## config.mk

```make
export PLATFORM = sky130hd
export DESIGN_NAME = iic_txn_sequencer_flat
export DESIGN_NICKNAME = d
export VERILOG_FILES = /design/src/rtl/iic_pkg.sv /design/src/rtl/iic_txn_sequencer_if.sv /design/src/rtl/iic_txn_sequencer.sv /design/src/flat_wrapper.sv
export SDC_FILE = /design/constraint.sdc
export NUM_CORES = 1
export LEC_CHECK = 0
export CORE_AREA = 2 2 83 85
export CTS_CLUSTER_SIZE = 40
export DETAILED_ROUTE_END_ITERATION = 8
export DIE_AREA = 0 0 85 87
export PLACE_DENSITY_LB_ADDON = 0.08
export SYNTH_ARGS = -nofsm -noshare
export SYNTH_HDL_FRONTEND = slang
export SYNTH_SLANG_ARGS = --single-unit
```

## constraint.sdc

```tcl
create_clock -name i_clk -period 2.9 [get_ports i_clk]
set_clock_uncertainty 0.15 [all_clocks]
set_input_delay 0.58 -clock i_clk [delete_from_list [all_inputs] [get_ports i_clk]]
set_output_delay 0.58 -clock i_clk [all_outputs]
set_load 0.01 [all_outputs]
```

## src/rtl/iic_pkg.sv

```systemverilog
// Shared definitions for the I2C transaction sequencer and the byte engine below it:
// engine command codes, sequencer states and the address R/W bit values.
package iic_pkg;

    localparam logic [2:0] CMD_START     = 3'd1;
    localparam logic [2:0] CMD_RESTART   = 3'd2;
    localparam logic [2:0] CMD_STOP      = 3'd3;
    localparam logic [2:0] CMD_WRITE     = 3'd4;
    localparam logic [2:0] CMD_READ_ACK  = 3'd5;
    localparam logic [2:0] CMD_READ_NACK = 3'd6;

    localparam logic RW_WRITE = 1'b0;
    localparam logic RW_READ  = 1'b1;

    typedef enum logic [3:0] {
        ST_IDLE,
        ST_START,
        ST_DEV_W,
        ST_REG,
        ST_WDATA,
        ST_RESTART,
        ST_DEV_R,
        ST_RDATA,
        ST_STOP,
        ST_FINISH
    } state_e;

    // ISSUE: command being presented (or, in WDATA, awaiting the data byte); WAIT: awaiting i_cmd_done.
    typedef enum logic {
        PH_ISSUE,
        PH_WAIT
    } phase_e;

endpackage

```

## src/rtl/iic_txn_sequencer_if.sv

```systemverilog
// Request, data-stream and engine-command signals of the transaction sequencer.
// master is the sequencer's view; slave is the view of its surroundings.
interface iic_txn_sequencer_if #(
    parameter int LEN_W = 4
);
    logic             i_req;
    logic [6:0]       i_dev_addr;
    logic [7:0]       i_reg_addr;
    logic             i_rw;
    logic [LEN_W-1:0] i_len;
    logic [7:0]       i_wr_data;
    logic             i_wr_valid;
    logic             o_wr_ready;
    logic [7:0]       o_rd_data;
    logic             o_rd_valid;
    logic             o_busy;
    logic             o_done;
    logic             o_err;
    logic [2:0]       o_cmd;
    logic [7:0]       o_cmd_wdata;
    logic             o_cmd_valid;
    logic             i_cmd_ready;
    logic             i_cmd_done;
    logic             i_ack_n;
    logic [7:0]       i_rdata;

    modport master (
        input  i_req, i_dev_addr, i_reg_addr, i_rw, i_len, i_wr_data, i_wr_valid,
        input  i_cmd_ready, i_cmd_done, i_ack_n, i_rdata,
        output o_wr_ready, o_rd_data, o_rd_valid, o_busy, o_done, o_err,
        output o_cmd, o_cmd_wdata, o_cmd_valid
    );

    modport slave (
        output i_req, i_dev_addr, i_reg_addr, i_rw, i_len, i_wr_data, i_wr_valid,
        output i_cmd_ready, i_cmd_done, i_ack_n, i_rdata,
        input  o_wr_ready, o_rd_data, o_rd_valid, o_busy, o_done, o_err,
        input  o_cmd, o_cmd_wdata, o_cmd_valid
    );
endinterface

```

## src/rtl/iic_txn_sequencer.sv

```systemverilog
// Breaks one register-oriented I2C request into START / byte-write / RESTART / read / STOP
// engine commands, streaming write data in and read data out, and reports completion/NACK.
module iic_txn_sequencer
    import iic_pkg::*;
#(
    parameter int LEN_W = 4
) (
    input logic            i_clk,
    input logic            i_rst,
    iic_txn_sequencer_if.master bus
);

    state_e           state_q, state_d;
    phase_e           phase_q, phase_d;
    logic [6:0]       dev_q, dev_d;
    logic [7:0]       reg_q, reg_d;
    logic             rw_q, rw_d;
    logic [LEN_W-1:0] cnt_q, cnt_d;
    logic             err_q, err_d;
    logic [2:0]       cmd_q, cmd_d;
    logic [7:0]       wdata_q, wdata_d;
    logic             cvalid_q, cvalid_d;
    logic [7:0]       rd_data_q, rd_data_d;
    logic             rd_valid_q, rd_valid_d;
    logic             wr_ready;
    logic             last;
    logic             write_state;

    assign last        = (cnt_q == LEN_W'(1));
    assign write_state = (state_q == ST_DEV_W) || (state_q == ST_REG) ||
                         (state_q == ST_WDATA) || (state_q == ST_DEV_R);

    always_ff @(posedge i_clk) begin
        if (i_rst) begin
            state_q    <= ST_IDLE;
            phase_q    <= PH_ISSUE;
            dev_q      <= '0;
            reg_q      <= '0;
            rw_q       <= 1'b0;
            cnt_q      <= '0;
            err_q      <= 1'b0;
            cmd_q      <= '0;
            wdata_q    <= '0;
            cvalid_q   <= 1'b0;
            rd_data_q  <= '0;
            rd_valid_q <= 1'b0;
        end else begin
            state_q    <= state_d;
            phase_q    <= phase_d;
            dev_q      <= dev_d;
            reg_q      <= reg_d;
            rw_q       <= rw_d;
            cnt_q      <= cnt_d;
            err_q      <= err_d;
            cmd_q      <= cmd_d;
            wdata_q    <= wdata_d;
            cvalid_q   <= cvalid_d;
            rd_data_q  <= rd_data_d;
            rd_valid_q <= rd_valid_d;
        end
    end

    always_comb begin
        state_d    = state_q;
        phase_d    = phase_q;
        dev_d      = dev_q;
        reg_d      = reg_q;
        rw_d       = rw_q;
        cnt_d      = cnt_q;
        err_d      = err_q;
        cmd_d      = cmd_q;
        wdata_d    = wdata_q;
        cvalid_d   = cvalid_q;
        rd_data_d  = rd_data_q;
        rd_valid_d = 1'b0;
        wr_ready   = 1'b0;

        case (state_q)
            ST_IDLE: begin
                if (bus.i_req) begin
                    dev_d    = bus.i_dev_addr;
                    reg_d    = bus.i_reg_addr;
                    rw_d     = bus.i_rw;
                    cnt_d    = (bus.i_len == '0) ? LEN_W'(1) : bus.i_len;
                    err_d    = 1'b0;
                    state_d  = ST_START;
                    phase_d  = PH_ISSUE;
                    cmd_d    = CMD_START;
                    cvalid_d = 1'b1;
                end
            end
            ST_FINISH: state_d = ST_IDLE;
            default: begin
                if (phase_q == PH_ISSUE) begin
                    if (cvalid_q) begin
                        if (bus.i_cmd_ready) begin
                            cvalid_d = 1'b0;
                            phase_d  = PH_WAIT;
                        end
                    end else if (state_q == ST_WDATA && bus.i_wr_valid) begin
                        // Byte is captured and presented together; valid rises next cycle.
                        wr_ready = 1'b1;
                        wdata_d  = bus.i_wr_data;
                        cmd_d    = CMD_WRITE;
                        cvalid_d = 1'b1;
                    end
                end else if (bus.i_cmd_done) begin
                    phase_d  = PH_ISSUE;
                    cvalid_d = 1'b1;
                    case (state_q)
                        ST_START: begin
                            state_d = ST_DEV_W;
                            cmd_d   = CMD_WRITE;
                            wdata_d = {dev_q, RW_WRITE};
                        end
                        ST_DEV_W: begin
                            state_d = ST_REG;
                            cmd_d   = CMD_WRITE;
                            wdata_d = reg_q;
                        end
                        ST_REG: begin
                            if (rw_q) begin
                                state_d = ST_RESTART;
                                cmd_d   = CMD_RESTART;
                            end else begin
                                state_d  = ST_WDATA;
                                cvalid_d = 1'b0;
                            end
                        end
                        ST_WDATA: begin
                            if (last) begin
                                state_d = ST_STOP;
                                cmd_d   = CMD_STOP;
                            end else begin
                                cnt_d    = cnt_q - LEN_W'(1);
                                cvalid_d = 1'b0;
                            end
                        end
                        ST_RESTART: begin
                            state_d = ST_DEV_R;
                            cmd_d   = CMD_WRITE;
                            wdata_d = {dev_q, RW_READ};
                        end
                        ST_DEV_R: begin
                            state_d = ST_RDATA;
                            cmd_d   = last ? CMD_READ_NACK : CMD_READ_ACK;
                        end
                        ST_RDATA: begin
                            rd_data_d  = bus.i_rdata;
                            rd_valid_d = 1'b1;
                            if (last) begin
                                state_d = ST_STOP;
                                cmd_d   = CMD_STOP;
                            end else begin
                                cnt_d = cnt_q - LEN_W'(1);
                                cmd_d = (cnt_q == LEN_W'(2)) ? CMD_READ_NACK : CMD_READ_ACK;
                            end
                        end
                        ST_STOP: begin
                            state_d  = ST_FINISH;
                            cvalid_d = 1'b0;
                        end
                        default: begin
                            state_d  = ST_IDLE;
                            cvalid_d = 1'b0;
                        end
                    endcase
                    // A NACK on any byte write abandons the rest of the transfer.
                    if (write_state && bus.i_ack_n) begin
                        err_d    = 1'b1;
                        state_d  = ST_STOP;
                        cmd_d    = CMD_STOP;
                        cvalid_d = 1'b1;
                    end
                end
            end
        endcase
    end

    assign bus.o_wr_ready  = wr_ready;
    assign bus.o_rd_data   = rd_data_q;
    assign bus.o_rd_valid  = rd_valid_q;
    assign bus.o_busy      = (state_q != ST_IDLE) && (state_q != ST_FINISH);
    assign bus.o_done      = (state_q == ST_FINISH);
    assign bus.o_err       = (state_q == ST_FINISH) && err_q;
    assign bus.o_cmd       = cmd_q;
    assign bus.o_cmd_wdata = wdata_q;
    assign bus.o_cmd_valid = cvalid_q;

endmodule

```

## src/flat_wrapper.sv

```systemverilog
// flat-port wrapper written by rule: the top's interface ports become plain ports
module iic_txn_sequencer_flat import iic_pkg::*;
#(
    parameter int LEN_W = 4
)
  (i_clk, i_rst, bus_i_req, bus_i_dev_addr, bus_i_reg_addr, bus_i_rw, bus_i_len, bus_i_wr_data, bus_i_wr_valid, bus_i_cmd_ready, bus_i_cmd_done, bus_i_ack_n, bus_i_rdata, bus_o_wr_ready, bus_o_rd_data, bus_o_rd_valid, bus_o_busy, bus_o_done, bus_o_err, bus_o_cmd, bus_o_cmd_wdata, bus_o_cmd_valid);
  iic_txn_sequencer_if #(.LEN_W(LEN_W)) bus_i ();
  input logic i_clk;
  input logic i_rst;
  input wire logic [$bits(bus_i.i_req)-1:0] bus_i_req;
  input wire logic [$bits(bus_i.i_dev_addr)-1:0] bus_i_dev_addr;
  input wire logic [$bits(bus_i.i_reg_addr)-1:0] bus_i_reg_addr;
  input wire logic [$bits(bus_i.i_rw)-1:0] bus_i_rw;
  input wire logic [$bits(bus_i.i_len)-1:0] bus_i_len;
  input wire logic [$bits(bus_i.i_wr_data)-1:0] bus_i_wr_data;
  input wire logic [$bits(bus_i.i_wr_valid)-1:0] bus_i_wr_valid;
  input wire logic [$bits(bus_i.i_cmd_ready)-1:0] bus_i_cmd_ready;
  input wire logic [$bits(bus_i.i_cmd_done)-1:0] bus_i_cmd_done;
  input wire logic [$bits(bus_i.i_ack_n)-1:0] bus_i_ack_n;
  input wire logic [$bits(bus_i.i_rdata)-1:0] bus_i_rdata;
  output wire logic [$bits(bus_i.o_wr_ready)-1:0] bus_o_wr_ready;
  output wire logic [$bits(bus_i.o_rd_data)-1:0] bus_o_rd_data;
  output wire logic [$bits(bus_i.o_rd_valid)-1:0] bus_o_rd_valid;
  output wire logic [$bits(bus_i.o_busy)-1:0] bus_o_busy;
  output wire logic [$bits(bus_i.o_done)-1:0] bus_o_done;
  output wire logic [$bits(bus_i.o_err)-1:0] bus_o_err;
  output wire logic [$bits(bus_i.o_cmd)-1:0] bus_o_cmd;
  output wire logic [$bits(bus_i.o_cmd_wdata)-1:0] bus_o_cmd_wdata;
  output wire logic [$bits(bus_i.o_cmd_valid)-1:0] bus_o_cmd_valid;
  assign bus_i.i_req = bus_i_req;
  assign bus_i.i_dev_addr = bus_i_dev_addr;
  assign bus_i.i_reg_addr = bus_i_reg_addr;
  assign bus_i.i_rw = bus_i_rw;
  assign bus_i.i_len = bus_i_len;
  assign bus_i.i_wr_data = bus_i_wr_data;
  assign bus_i.i_wr_valid = bus_i_wr_valid;
  assign bus_i.i_cmd_ready = bus_i_cmd_ready;
  assign bus_i.i_cmd_done = bus_i_cmd_done;
  assign bus_i.i_ack_n = bus_i_ack_n;
  assign bus_i.i_rdata = bus_i_rdata;
  assign bus_o_wr_ready = bus_i.o_wr_ready;
  assign bus_o_rd_data = bus_i.o_rd_data;
  assign bus_o_rd_valid = bus_i.o_rd_valid;
  assign bus_o_busy = bus_i.o_busy;
  assign bus_o_done = bus_i.o_done;
  assign bus_o_err = bus_i.o_err;
  assign bus_o_cmd = bus_i.o_cmd;
  assign bus_o_cmd_wdata = bus_i.o_cmd_wdata;
  assign bus_o_cmd_valid = bus_i.o_cmd_valid;
  iic_txn_sequencer #(.LEN_W(LEN_W)) u_core (.i_clk(i_clk), .i_rst(i_rst), .bus(bus_i));
endmodule
```

# After elaboration in Yosys (flattened, before gate mapping)

Cells that the tools add are included.

Logic and storage cells: 130
Register bits: 47
Input bits: 43
Output and inout port bits: 25

$add $sub $neg: 1
Bitwise operators: 4
Equal/unequal tests: 23
Reduce and logical (&&, ||, !) cells: 32
Multiplexer cells: 58

Operators by type and width:

| operator             | number |
|---|---|
| $mux W4              | 11 |
| $mux W8              | 4 |
| $pmux W4 S7          | 1 |
| $mux W3              | 9 |
| $pmux W8 S3          | 1 |
| $mux W1              | 22 |
| $eq A4 B3 Y1 const B | 4 |
| $pmux W4 S2          | 2 |
| $pmux W3 S5          | 1 |
| $eq A4 B2 Y1 const B | 3 |
| $ne A5 B5 Y1 const B | 2 |
| $reduce_and A5 Y1    | 2 |
| $reduce_bool A2 Y1   | 5 |
| $reduce_or A5 Y1     | 2 |
| $reduce_bool A3 Y1   | 3 |
| $eq A4 B1 Y1 const B | 2 |
| $eq A4 B4 Y1 const B | 2 |
| $logic_not A4 Y1     | 2 |
| $ne A4 B4 Y1 const B | 2 |
| $ne A8 B8 Y1 const B | 1 |
| $reduce_and A4 Y1    | 2 |
| $reduce_and A8 Y1    | 1 |
| $ne A2 B2 Y1 const B | 3 |
| $pmux W1 S2          | 3 |
| 17 further kinds     | 28 |

# Depth between registers and ports, before layout

Depth in word-level cells: 9
Depth in mapped cells: 7
Depth with buffers taken out: 7

# Worst setup path after synthesis

No wires, ideal clock.

Path type: flip-flop to output port
Start point: reg u_core.state_q[0]
End point: out bus_o_wr_ready
Data required time: 2.170 ns
Data arrival time: 1.333 ns
Cell stages (with the launch flop): 6
Slack: 0.837 ns
Buffers on the path: 2
Cells stage by stage: dfxtp_1 buf_2 buf_2 xor2_1 nor2_1 nor3_1

Cells in the longest elaborated chain, start to end: 6
Elaborated cells on any way between the ends: 9
Classes of those cells: eq/ne (2); mux (4); reduce/logical (3)

RTL lines:

| what                   | line                     | text |
|---|---|---|
| from (decl)            | iic_txn_sequencer.sv:13  | `state_e state_q, state_d;` |
| from (signal assigned) | iic_txn_sequencer.sv:48  | `state_q <= state_d;` |
| $eq A4 B3 Y1           | iic_txn_sequencer.sv:100 | `end else if (state_q == ST_WDATA && bus.i_wr_valid) begin` |
| $logic_and A1 B1 Y1    | iic_txn_sequencer.sv:100 |  |
| $mux W1                | iic_txn_sequencer.sv:100 |  |
| $mux W1                | iic_txn_sequencer.sv:95  | `if (cvalid_q) begin` |
| $mux W1                | iic_txn_sequencer.sv:94  | `if (phase_q == PH_ISSUE) begin` |
| $mux W1 *              | iic_txn_sequencer.sv:78  | `case (state_q)` |
| to (decl)              | flat_wrapper.sv:21       | `output wire logic [$bits(bus_i.o_wr_ready)-1:0] bus_o_wr_ready;` |

Mark *: on every way between the ends. The rest lies on a longest branch, timed or not.

# Worst setup path after layout

Start point: reg u_core.state_q[1]
End point: out bus_o_wr_ready

Same word-level chain as after synthesis.

==> flow_results.org <==
** Pwr
- Net switching is 32.2% of the power.
- Share of power burned in registers :: 44.7%
- IR analysis of the VDD net gives a maximum drop of 285 µV.
- Design internal power :: 1.11 mW
- For this design the ratio of total power to cell area is 490 nW/µm².
- Part of the power in combinational logic :: 29.7%
- Summed over all cells, the static leakage comes to 1.21 nW.
- Power spent charging and discharging nets :: 530 µW
- Power share of the clock group :: 25.6%

** Drt
- For this run, design rule violations remaining after detail routing come to 0.
- In the final routed layout, each cell accounts on average for 14.5 µm.
- For this block, the via count after detailed routing is 2425.
- The first routing iteration left 144 violations.
- After detailed routing, the total wire length is 6670 µm.
- Post-route ant nets :: 0
- The first TritonRoute pass finished after 4 iterations.
- In the routed layout, each cell is associated on average with a via count of 5.27.

** GRT
- Largest net degree at the start of global routing :: 30
- Global-route wire length before repair :: 11100 µm
- Grt total ovfl :: 0
- Number of antenna violations at the first check in global routing :: 0
- The number of global-route vias before repair was 2285.
- Global routing used 18.7% of the available tracks across all layers.

** Synth
- Cells after Synth :: 315
- Summing the areas of all fa, ha and maj instances in the mapped netlist gives 1.50% of the synthesized area.
- Share of the synthesized area in compound gates (AO/OA/AOI/OAI) :: 22.4%
- Multiplexer cells account for 8.03% of the synthesized area.
- For this run, the leading register cell type out of synthesis is sky130_fd_sc_hd__dfxtp_1.
- Of the total synthesized cell area, the portion taken by XOR and XNOR cells is 0.349%.
- Synthesized net count :: 361
- Counting flops with an async set or reset pin after synthesis yields a share of 0%.
- Number of synthesized flops with an enable pin :: 0
- The synthesized netlist devotes 24.8% of its cell area to simple gates.
- Post-synthesis register bit count :: 47
- Synth Cell Area :: 2510 µm²
- In this run the mean area of a mapped cell was 7.96 µm².
- By area, the combinational part of the netlist is dominated by simple AND/OR/NAND/NOR gates.
- In this run, distinct cell masters in the synthesized netlist total 54.
- The Yosys step of the flow raised 0 warnings.
- Fraction of the yosys area taken by sequential cells :: 37.5%

** Timing
- Total count of hold-check failures in the final report :: 0
- Post-route minimum period :: 2710 ps
- Highest achievable clock rate :: 0.369 GHz
- Slew margin rel. :: 58.8%
- Setup repair after global routing missed its margin :: no
- The number of slew-limit violations in the final report came to 0.
- For the pin with the worst max-slew slack, the measured transition is 617 ps.
- In the finished design, the share of the clock period the worst path needs comes to 93.5%.
- Final setup violating endpoints :: 0
- Total negative setup slack :: 0 ps

** Die
- Measured along the y axis, the die boundary spans 87 µm.
- The die is 85 µm wide.
- Standard-cell row count :: 30
- The initial utilization of the core area, before any placement, comes to 38.2%.
- For this design the top-level I/O count stands at 68.
- The die covers 7400 µm².
- Core region area :: 6570 µm²

** Clock network
- The H-tree was split into 2 levels.
- The number of gates resized after CTS was 0.
- CTS Buffer Depth :: 2
- Hold repair after CTS inserted 0 buffers.
- TritonCTS clock tree :: built
- After clock tree synthesis, the setup repair step added 0 buffers.
- Clock tree synthesis found a total of 47 sinks.
- Clock insertion delay at the later pin of the skew report :: 300 ps
- The root buffer cell chosen for the clock tree is sky130_fd_sc_hd__clkbuf_8.
- Clock-pin slew was measured on the worst setup and hold paths at 90 ps.
- Number of clock buffers inserted by TritonCTS :: 5

** Cells and area
- Fillcell total :: 659
- Cells with a size suffix above 1 make up 9.21% of the layout.
- Final #Nets :: 426
- Once layout is complete, the cells apart from fillers number 460.
- Area added between synthesis and finish :: 33.8%
- The number of antenna diodes in the final layout is 0.
- Post-Layout Inst Area :: 3360 µm²

** Worst setup path
- Critical path launch point type :: flip-flop
- At the worst endpoint, the required time is 2170 ps.
- Crit path max fanout :: 10
- Critical path type :: flip-flop to primary output
- For the worst setup path, the data arrival time is 1980 ps.
- Setup crit end kind :: primary output

** Placed design
- Input and output buffers added on the ports amount to 67.
- After detailed placement, the total cell area comes to 3270 µm².
- The congestion estimate from routability-driven global placement came to 0.871.
- Including well taps, the total number of placed cells is 453.
- DP HPWL :: 4910 µm

** Run
- Number of maximum-capacitance violations :: 0

** Worst hold path
- Hold WC Path Type :: flip-flop to flip-flop

** Status
- The run finished with clean final reports.
-- worst paths after layout --
kind | from | to | slack, ps | depth (start not counted)
max reg2reg | u_core.state_q[1] | u_core.bus.o_cmd_wdata[5] | 460 | 6
min | u_core.dev_q[4] | u_core.dev_q[4] | 310 | 2
max | u_core.state_q[1] | bus_o_wr_ready | 190 | 4
min reg2reg | u_core.dev_q[4] | u_core.dev_q[4] | 310 | 2
-- kinds of logic (layout without fill, tap and decap cells) --
kind of cell               count (synthesis)  after routing
and+or+nand+nor                          128            128
buffers and inverters                     32             97
adders and majority gates                  3              3
AOI/OAI and AO/OA                         84             84
xor gates and xnor gates                   1              1
muxes                                     20             20
DFF                                       47             47
-- synthesized netlist by cell type, types with 2 or more instances --
| library cell | count | area [µm²] |
|---|---|---|
| sky130_fd_sc_hd__o21ai_0 | 13 | 65.1 |
| sky130_fd_sc_hd__nor3_1 | 8 | 40.0 |
| sky130_fd_sc_hd__a32oi_1 | 2 | 17.5 |
| sky130_fd_sc_hd__nor2b_1 | 7 | 43.8 |
| sky130_fd_sc_hd__mux2i_1 | 19 | 190 |
| sky130_fd_sc_hd__nand2b_1 | 3 | 18.8 |
| sky130_fd_sc_hd__or2_2 | 2 | 12.5 |
| sky130_fd_sc_hd__inv_1 | 10 | 37.5 |
| sky130_fd_sc_hd__a21oi_1 | 29 | 145 |
| sky130_fd_sc_hd__ha_1 | 3 | 37.5 |
| sky130_fd_sc_hd__and2_1 | 5 | 31.3 |
| sky130_fd_sc_hd__inv_2 | 2 | 7.51 |
| sky130_fd_sc_hd__o21a_1 | 2 | 15.0 |
| sky130_fd_sc_hd__nor4b_1 | 2 | 17.5 |
| sky130_fd_sc_hd__nor2_1 | 30 | 113 |
| sky130_fd_sc_hd__clkbuf_1 | 11 | 41.3 |
| sky130_fd_sc_hd__a211oi_1 | 2 | 15.0 |
| sky130_fd_sc_hd__or2_0 | 2 | 12.5 |
| sky130_fd_sc_hd__buf_2 | 7 | 35.0 |
| sky130_fd_sc_hd__a221oi_1 | 2 | 17.5 |
| sky130_fd_sc_hd__a211o_1 | 9 | 78.8 |
| sky130_fd_sc_hd__or3_1 | 3 | 18.8 |
| sky130_fd_sc_hd__nand2_1 | 50 | 188 |
| sky130_fd_sc_hd__o221ai_1 | 2 | 17.5 |
| sky130_fd_sc_hd__a31oi_1 | 2 | 12.5 |
| sky130_fd_sc_hd__and3_1 | 2 | 12.5 |
| sky130_fd_sc_hd__o21ai_1 | 2 | 10.0 |
| sky130_fd_sc_hd__dfxtp_1 | 47 | 941 |
| sky130_fd_sc_hd__a21oi_2 | 7 | 61.3 |
| sky130_fd_sc_hd__o22ai_1 | 3 | 18.8 |
| sky130_fd_sc_hd__nor3b_1 | 2 | 15.0 |
| sky130_fd_sc_hd__nand3_1 | 3 | 15.0 |
-- registers in the layout, summed over array words and instances, names as in the netlist --
register,count
u_core.phase_q,1
u_core.bus.o_rd_data,8
u_core.err_q,1
u_core.reg_q,8
u_core.bus.o_cmd,3
u_core.bus.o_cmd_valid,1
u_core.state_q,4
u_core.rw_q,1
u_core.dev_q,7
u_core.bus.o_cmd_wdata,8
u_core.bus.o_rd_valid,1
u_core.cnt_q,4
-- power by group through the flow --
stage	Combinational (mW)	Clock [mW]	Sequential (mW)
5_1_grt	0.544	0.455	0.745
3_5_place_dp	0.486	0	0.751
4_1_cts	0.489	0.433	0.735
3_3_place_gp	0.486	0	0.750
2_1_floorplan	0.303	0	0.747
6_report	0.488	0.421	0.735
-- worst max-delay path, cell delays in order, from the launching register on --
cell and delay (ps):
sky130_fd_sc_hd__dfxtp_1 540, sky130_fd_sc_hd__or2_1 290, sky130_fd_sc_hd__nor2_1 120, sky130_fd_sc_hd__nor3_1 170, sky130_fd_sc_hd__clkdlybuf4s50_1 560
-- stage by stage --
step / utilization [%] / total power, mW / setup slack, ps / hold slack [ps]
finish: 51.1 / 1.64 / 187 / 307
global route: 51.1 / 1.74 / 9.27 / 327
detailed placement: 49.7 / 1.24 / 108 / 296
CTS: 51.1 / 1.66 / 179 / 309
floorplan: - / 1.05 / 837 / 286
global placement: 49.7 / 1.24 / 127 / 291
-- area by class of cell --
class / instances / area (µm²) / share of cell area (%)
clock buffer: 6 / 82.6 / 2.46
clock inverter: 1 / 8.76 / 0.261
inverter: 12 / 45.0 / 1.34
multi-input combinational: 236 / 1430 / 42.6
sequential: 47 / 941 / 28.0
tap: 80 / 100 / 2.98
timing repair buffer: 78 / 748 / 22.3
-- layer usage --
metal | GRT usage, % | share of wire [%]
met5 | 0 | 0
met4 | 4.76 | 1.0
met3 | 3.60 | 5.6
met2 | 31.0 | 47
met1 | 25.2 | 46
-- cell usage in the layout (no fill, tap or decap), types with 8 or more instances in the layout --
cell type	Yosys	layout
sky130_fd_sc_hd__a21oi_1	29	29
sky130_fd_sc_hd__a211o_1	9	9
sky130_fd_sc_hd__buf_4	0	11
sky130_fd_sc_hd__nor2_1	30	30
sky130_fd_sc_hd__inv_1	10	10
sky130_fd_sc_hd__mux2i_1	19	19
sky130_fd_sc_hd__dfxtp_1	47	47
sky130_fd_sc_hd__nand2_1	50	50
sky130_fd_sc_hd__clkdlybuf4s50_1	0	66
sky130_fd_sc_hd__nor3_1	8	8
sky130_fd_sc_hd__o21ai_0	13	13
(Power assumes the default switching activity.)
==> RTL change 1, RTL diff (config.mk and constraints unchanged) <==
Encoding of `state_e`: now one-hot (10 bits for 10 states).
--- a/src/rtl/iic_pkg.sv
+++ b/src/rtl/iic_pkg.sv
@@ -13,15 +13,15 @@
     localparam logic RW_READ  = 1'b1;
 
-    typedef enum logic [3:0] {
-        ST_IDLE,
-        ST_START,
-        ST_DEV_W,
-        ST_REG,
-        ST_WDATA,
-        ST_RESTART,
-        ST_DEV_R,
-        ST_RDATA,
-        ST_STOP,
-        ST_FINISH
+    typedef enum logic [9:0] {
+        ST_IDLE    = 10'b0000000001,
+        ST_START   = 10'b0000000010,
+        ST_DEV_W   = 10'b0000000100,
+        ST_REG     = 10'b0000001000,
+        ST_WDATA   = 10'b0000010000,
+        ST_RESTART = 10'b0000100000,
+        ST_DEV_R   = 10'b0001000000,
+        ST_RDATA   = 10'b0010000000,
+        ST_STOP    = 10'b0100000000,
+        ST_FINISH  = 10'b1000000000
     } state_e;
 
Behaviour: same outputs for any inputs over 10 cycles, from zero or initial values and one cycle with i_rst high; not proved beyond that.
==> RTL change 1 against the original RTL <==
  * Synthesized cell count rose by 9.8%
  * Sequential cell count grew 6
  * Wire length is 14% higher
  * Setup slack worse by 0.065 ns
  * Synthesized area up 10%
  * Cell area increased by 11%
  * Highest routed layer unchanged
Power is not compared: it rests on default switching activity, and its combinational part moved more than twofold at a synthesized area within 25%.
==> RTL change 1: results (changes against the original RTL) <==
per-cell routed wire length 15.24 um (was 14.51 um); met1 Use GR 27.17% (was 25.19%); Hold Crit Endpoint u_core.bus.o_cmd_wdata[6] (was u_core.dev_q[4]); delay-heaviest family, CP buffers and inverters (was simple AND/OR/NAND/NOR gates); CP startpoint u_core.state_q[6] (was u_core.state_q[1]); via count 2,754 (was 2,425); outcome completed (unchanged); port bufs 67 (unchanged); Flop pwr share a little under two fifths; cell area after layout 0.003739 mm^2 (was 0.003357 mm^2); Worst Hold Launch u_core.bus.o_cmd_wdata[6] (was u_core.dev_q[4]); Hold WS 0.3100 ns (was 0.3069 ns); met2 Track Usage GR 35.01% (was 30.97%); post-synthesis net count 392 (was 361); RR Startpoint u_core.state_q[3] (was u_core.state_q[1]); largest net degree at the start of global routing 36 (was 30); cell count after synthesis 346 (was 315); Yosys cell types 53 (was 54); Critical R2R Capture u_core.cnt_q[1] (was u_core.bus.o_cmd_wdata[5]); Critical Path AT 2.05 ns (was 1.98 ns); layout cells sized above 1 10.74% (was 9.211%); vias in the first global route 2,621 (was 2,285); clock tree buffer depth 2 (unchanged); Largest stage delay, worst path 0.47 ns (was 0.56 ns); flop-to-flop setup slack 0.27 ns (was 0.46 ns); Syn-to-layout area delta 35.08% (was 33.82%); met3 Use GR 3.412% (was 3.602%); Non-Filler Instances 499 (was 460); Synth area leaders dfxtp_1 38%, nand2_1 6.9%, a21oi_1 6.9% (was dfxtp_1 38%, mux2i_1 7.6%, nand2_1 7.5%); Rel. slew slack 59.74% (was 58.81%); Critical Path End bus_o_busy (was bus_o_wr_ready); area post-placement 0.003601 mm^2 (was 0.003266 mm^2); Commonest cells post-synth 53 x dfxtp_1, 51 x nand2_1, 38 x a21oi_1, 38 x nor2_1, 21 x nand3_1 (was 50 x nand2_1, 47 x dfxtp_1, 30 x nor2_1, 29 x a21oi_1, 19 x mux2i_1); fraction of the yosys area taken by sequential cells 38.34% (was 37.51%); pre-CTS setup slack 0.1790 ns (was 0.1078 ns); first-pass GRT wire length 12.41 mm (was 11.06 mm); RD Place Congestion 0.8799 (was 0.8712); Placed Cells 490 (was 453); hpwl dp 5.525 mm (was 4.908 mm); # nets final 464 (was 426)
## RTL change 1: cell count changes in the layout (fill, tap and decap cells not counted), sizes merged, moves of 5 or more
| cell | unedited run | this run |
|---|---|---|
| nand3 | 3 | 21 |
| a311o | 0 | 6 |
| buf | 12 | 23 |
| nor4 | 2 | 7 |
| dfxtp | 47 | 53 |
| o21ai | 15 | 7 |
| nor2 | 31 | 38 |
| nand4b | 0 | 5 |
| inv | 13 | 6 |
## RTL change 1: per-layer routing
| layer | wire [um] | vias up | share of wire (%) |
|---|---|---|---|
| met2 | 3612 | 70 | 48 |
| met5 | 0 | - | 0 |
| met3 | 335 | 6 | 4.4 |
| met4 | 76 | 0 | 1.0 |
| li1 | - | 1395 | - |
| met1 | 3580 | 1283 | 47 |
## RTL change 1: cell families (layout without fill, tap and decap cells)
logic type | Yosys count | count (layout) | synth area share (%)
xor gates and xnor gates | 4 | 4 | 1.266
AOI/OAI and AO/OA | 78 | 78 | 18.76
adders and majority gates | 3 | 3 | 1.356
buffers and inverters | 29 | 102 | 4.385
muxes | 16 | 16 | 5.786
DFF | 53 | 53 | 38.34
and+or+nand+nor | 163 | 163 | 30.11
## RTL change 1: area by class of cell
| cell class | instances | area [um^2] | share of cell area [%] |
|---|---|---|---|
| Multi-Input combinational cell | 264 | 1618 | 43.27 |
| Sequential cell | 53 | 1065 | 28.48 |
| Timing Repair Buffer | 89 | 842.1 | 22.52 |
| Tap cell | 80 | 100.1 | 2.677 |
| Clock buffer | 5 | 68.82 | 1.841 |
| Clock inverter | 3 | 26.28 | 0.7028 |
| Inverter | 5 | 18.77 | 0.5020 |
## RTL change 1: repair_timing
item,4_1_cts,5_1_grt
hold endpoints to repair,0,0
endpoints found under the setup margin,4,2
buffers inserted,1,0
resized for setup,6,3
pin swaps,1,1
hold buffers,0,0
==> RTL change 2, RTL diff (same flow settings) <==
Made on the original files. `LEN_W` is set to 4 in 3 places; all go to 2.
--- a/src/rtl/iic_txn_sequencer_if.sv
+++ b/src/rtl/iic_txn_sequencer_if.sv
@@ -2,5 +2,5 @@
 // master is the sequencer's view; slave is the view of its surroundings.
 interface iic_txn_sequencer_if #(
-    parameter int LEN_W = 4
+    parameter int LEN_W = 2
 );
     logic             i_req;
--- a/src/rtl/iic_txn_sequencer.sv
+++ b/src/rtl/iic_txn_sequencer.sv
@@ -4,5 +4,5 @@
     import iic_pkg::*;
 #(
-    parameter int LEN_W = 4
+    parameter int LEN_W = 2
 ) (
     input logic            i_clk,
--- a/src/flat_wrapper.sv
+++ b/src/flat_wrapper.sv
@@ -2,5 +2,5 @@
 module iic_txn_sequencer_flat import iic_pkg::*;
 #(
-    parameter int LEN_W = 4
+    parameter int LEN_W = 2
 )
   (i_clk, i_rst, bus_i_req, bus_i_dev_addr, bus_i_reg_addr, bus_i_rw, bus_i_len, bus_i_wr_data, bus_i_wr_valid, bus_i_cmd_ready, bus_i_cmd_done, bus_i_ack_n, bus_i_rdata, bus_o_wr_ready, bus_o_rd_data, bus_o_rd_valid, bus_o_busy, bus_o_done, bus_o_err, bus_o_cmd, bus_o_cmd_wdata, bus_o_cmd_valid);
Ports: changed (resized bus_i_len); port bits go from 68 to 66. The function was not compared with the original's and may differ.
==> RTL change 2 against the original RTL <==
  * Cell area down 5.6%
  * Synthesized area shrank 8.4%
  * Sequential cell count down 2
  * Final cell count is 6.7% lower
  * Setup slack worse by 0.069 ns
  * Wire length down 6.7%
  * Critical endpoint is now bus_o_busy
Power is not compared: it rests on default switching activity, and its combinational part moved more than twofold at a synthesized area within 25%.
==> RTL change 2: results (changes against the original RTL) <==
per-cell routed wire length 14.51 um (about the same); port bufs 65 (was 67); Synth area leaders dfxtp_1 39%, a21oi_1 8.1%, mux2i_1 7.8% (was dfxtp_1 38%, mux2i_1 7.6%, nand2_1 7.5%); Vias/cell 5.163 (was 5.272); Tot GR Track Use 17.20% (was 18.72%); multiplexer area fraction after synthesis 8.497% (was 8.030%); met3 routed WL 310 um (was 373 um); CTS buffer count 5 (unchanged); Yosys cell types 50 (was 54); post-synthesis compound-gate area fraction 22.06% (was 22.39%); crit path max-delay cell type dfxtp_1 (was clkdlybuf4s50_1); met2 Track Usage GR 24.50% (was 30.97%); outcome completed (unchanged); Commonest cells post-synth 45 x dfxtp_1, 40 x nand2_1, 37 x a21oi_1, 30 x nor2_1, 18 x mux2i_1 (was 50 x nand2_1, 47 x dfxtp_1, 30 x nor2_1, 29 x a21oi_1, 19 x mux2i_1); XOR/XNOR Fraction of Synth Area 0.7625% (was 0.3491%); Largest stage delay, worst path 0.69 ns (was 0.56 ns); met1 Use GR 25.84% (was 25.19%); met2 WL 2.627 mm (was 3.127 mm); hpwl dp 4.486 mm (was 4.908 mm); first-pass GRT wire length 10.09 mm (was 11.06 mm); post-synthesis net count 325 (was 361); delay-heaviest family, CP flip-flops (was simple AND/OR/NAND/NOR gates); fraction of the yosys area taken by sequential cells 39.22% (was 37.51%); crit path max fanout 15 (was 10); largest net degree at the start of global routing 18 (was 30); WL met1 3.221 mm (was 3.103 mm); 1st-iter DRT viols 118 (was 144); Post-Synth Adder-Cell Area 1.089% (was 1.496%); Rel. slew slack 61.58% (was 58.81%)
## RTL change 2: report_power, final
part           leakage [nW]  total [mW]  switching [mW]  internal [mW]
clock network        0.0554       0.493           0.233          0.259
logic                 0.744        1.02           0.561          0.455
registers             0.367       0.807          0.0947          0.712
total                  1.17        2.32           0.889           1.43
## RTL change 2: path summary, 6_finish.rpt
kind / start / slack [ns] / end / depth (start not counted)
max: u_core.state_q[3] / 0.12 / bus_o_busy / 3
max reg2reg: u_core.state_q[1] / 0.52 / u_core.bus.o_cmd[1] / 6
min: u_core.dev_q[4] / 0.31 / u_core.dev_q[4] / 2
min reg2reg: u_core.dev_q[4] / 0.31 / u_core.dev_q[4] / 2
## RTL change 2: worst reg2reg max path, stage by stage (launching register included)
cell     delay (ns)
dfxtp_1        0.59
buf_4          0.25
or4bb_1        0.47
a21oi_2        0.20
nor3_1         0.08
o21a_1         0.25
mux2_4         0.30
## RTL change 2: per-stage QoR
step | power (mW) | instances | worst slack (ns) | cell area, um^2 | hold slack (ns)
floorplan | 1.477 | 282 | 0.8499 | 2297 | 0.2857
global placement | 1.833 | 421 | 0.3205 | 3059 | 0.2913
detailed placement | 1.827 | 421 | 0.2964 | 3059 | 0.2979
CTS | 2.326 | 429 | 0.1381 | 3171 | 0.3106
global route | 2.478 | 429 | 0.02349 | 3171 | 0.3316
finish | 2.315 | 429 | 0.1178 | 3171 | 0.3069
## RTL change 2: cell type report
cell class | instances | area, um^2
clock buffers | 6 | 72.57
repair buffers | 79 | 755.7
well taps | 80 | 100.1
inverters | 7 | 26.28
clock inverters | 2 | 38.79
flip-flops and latches | 45 | 900.9
multi-input cells | 210 | 1276
fillers | 666 | 3398
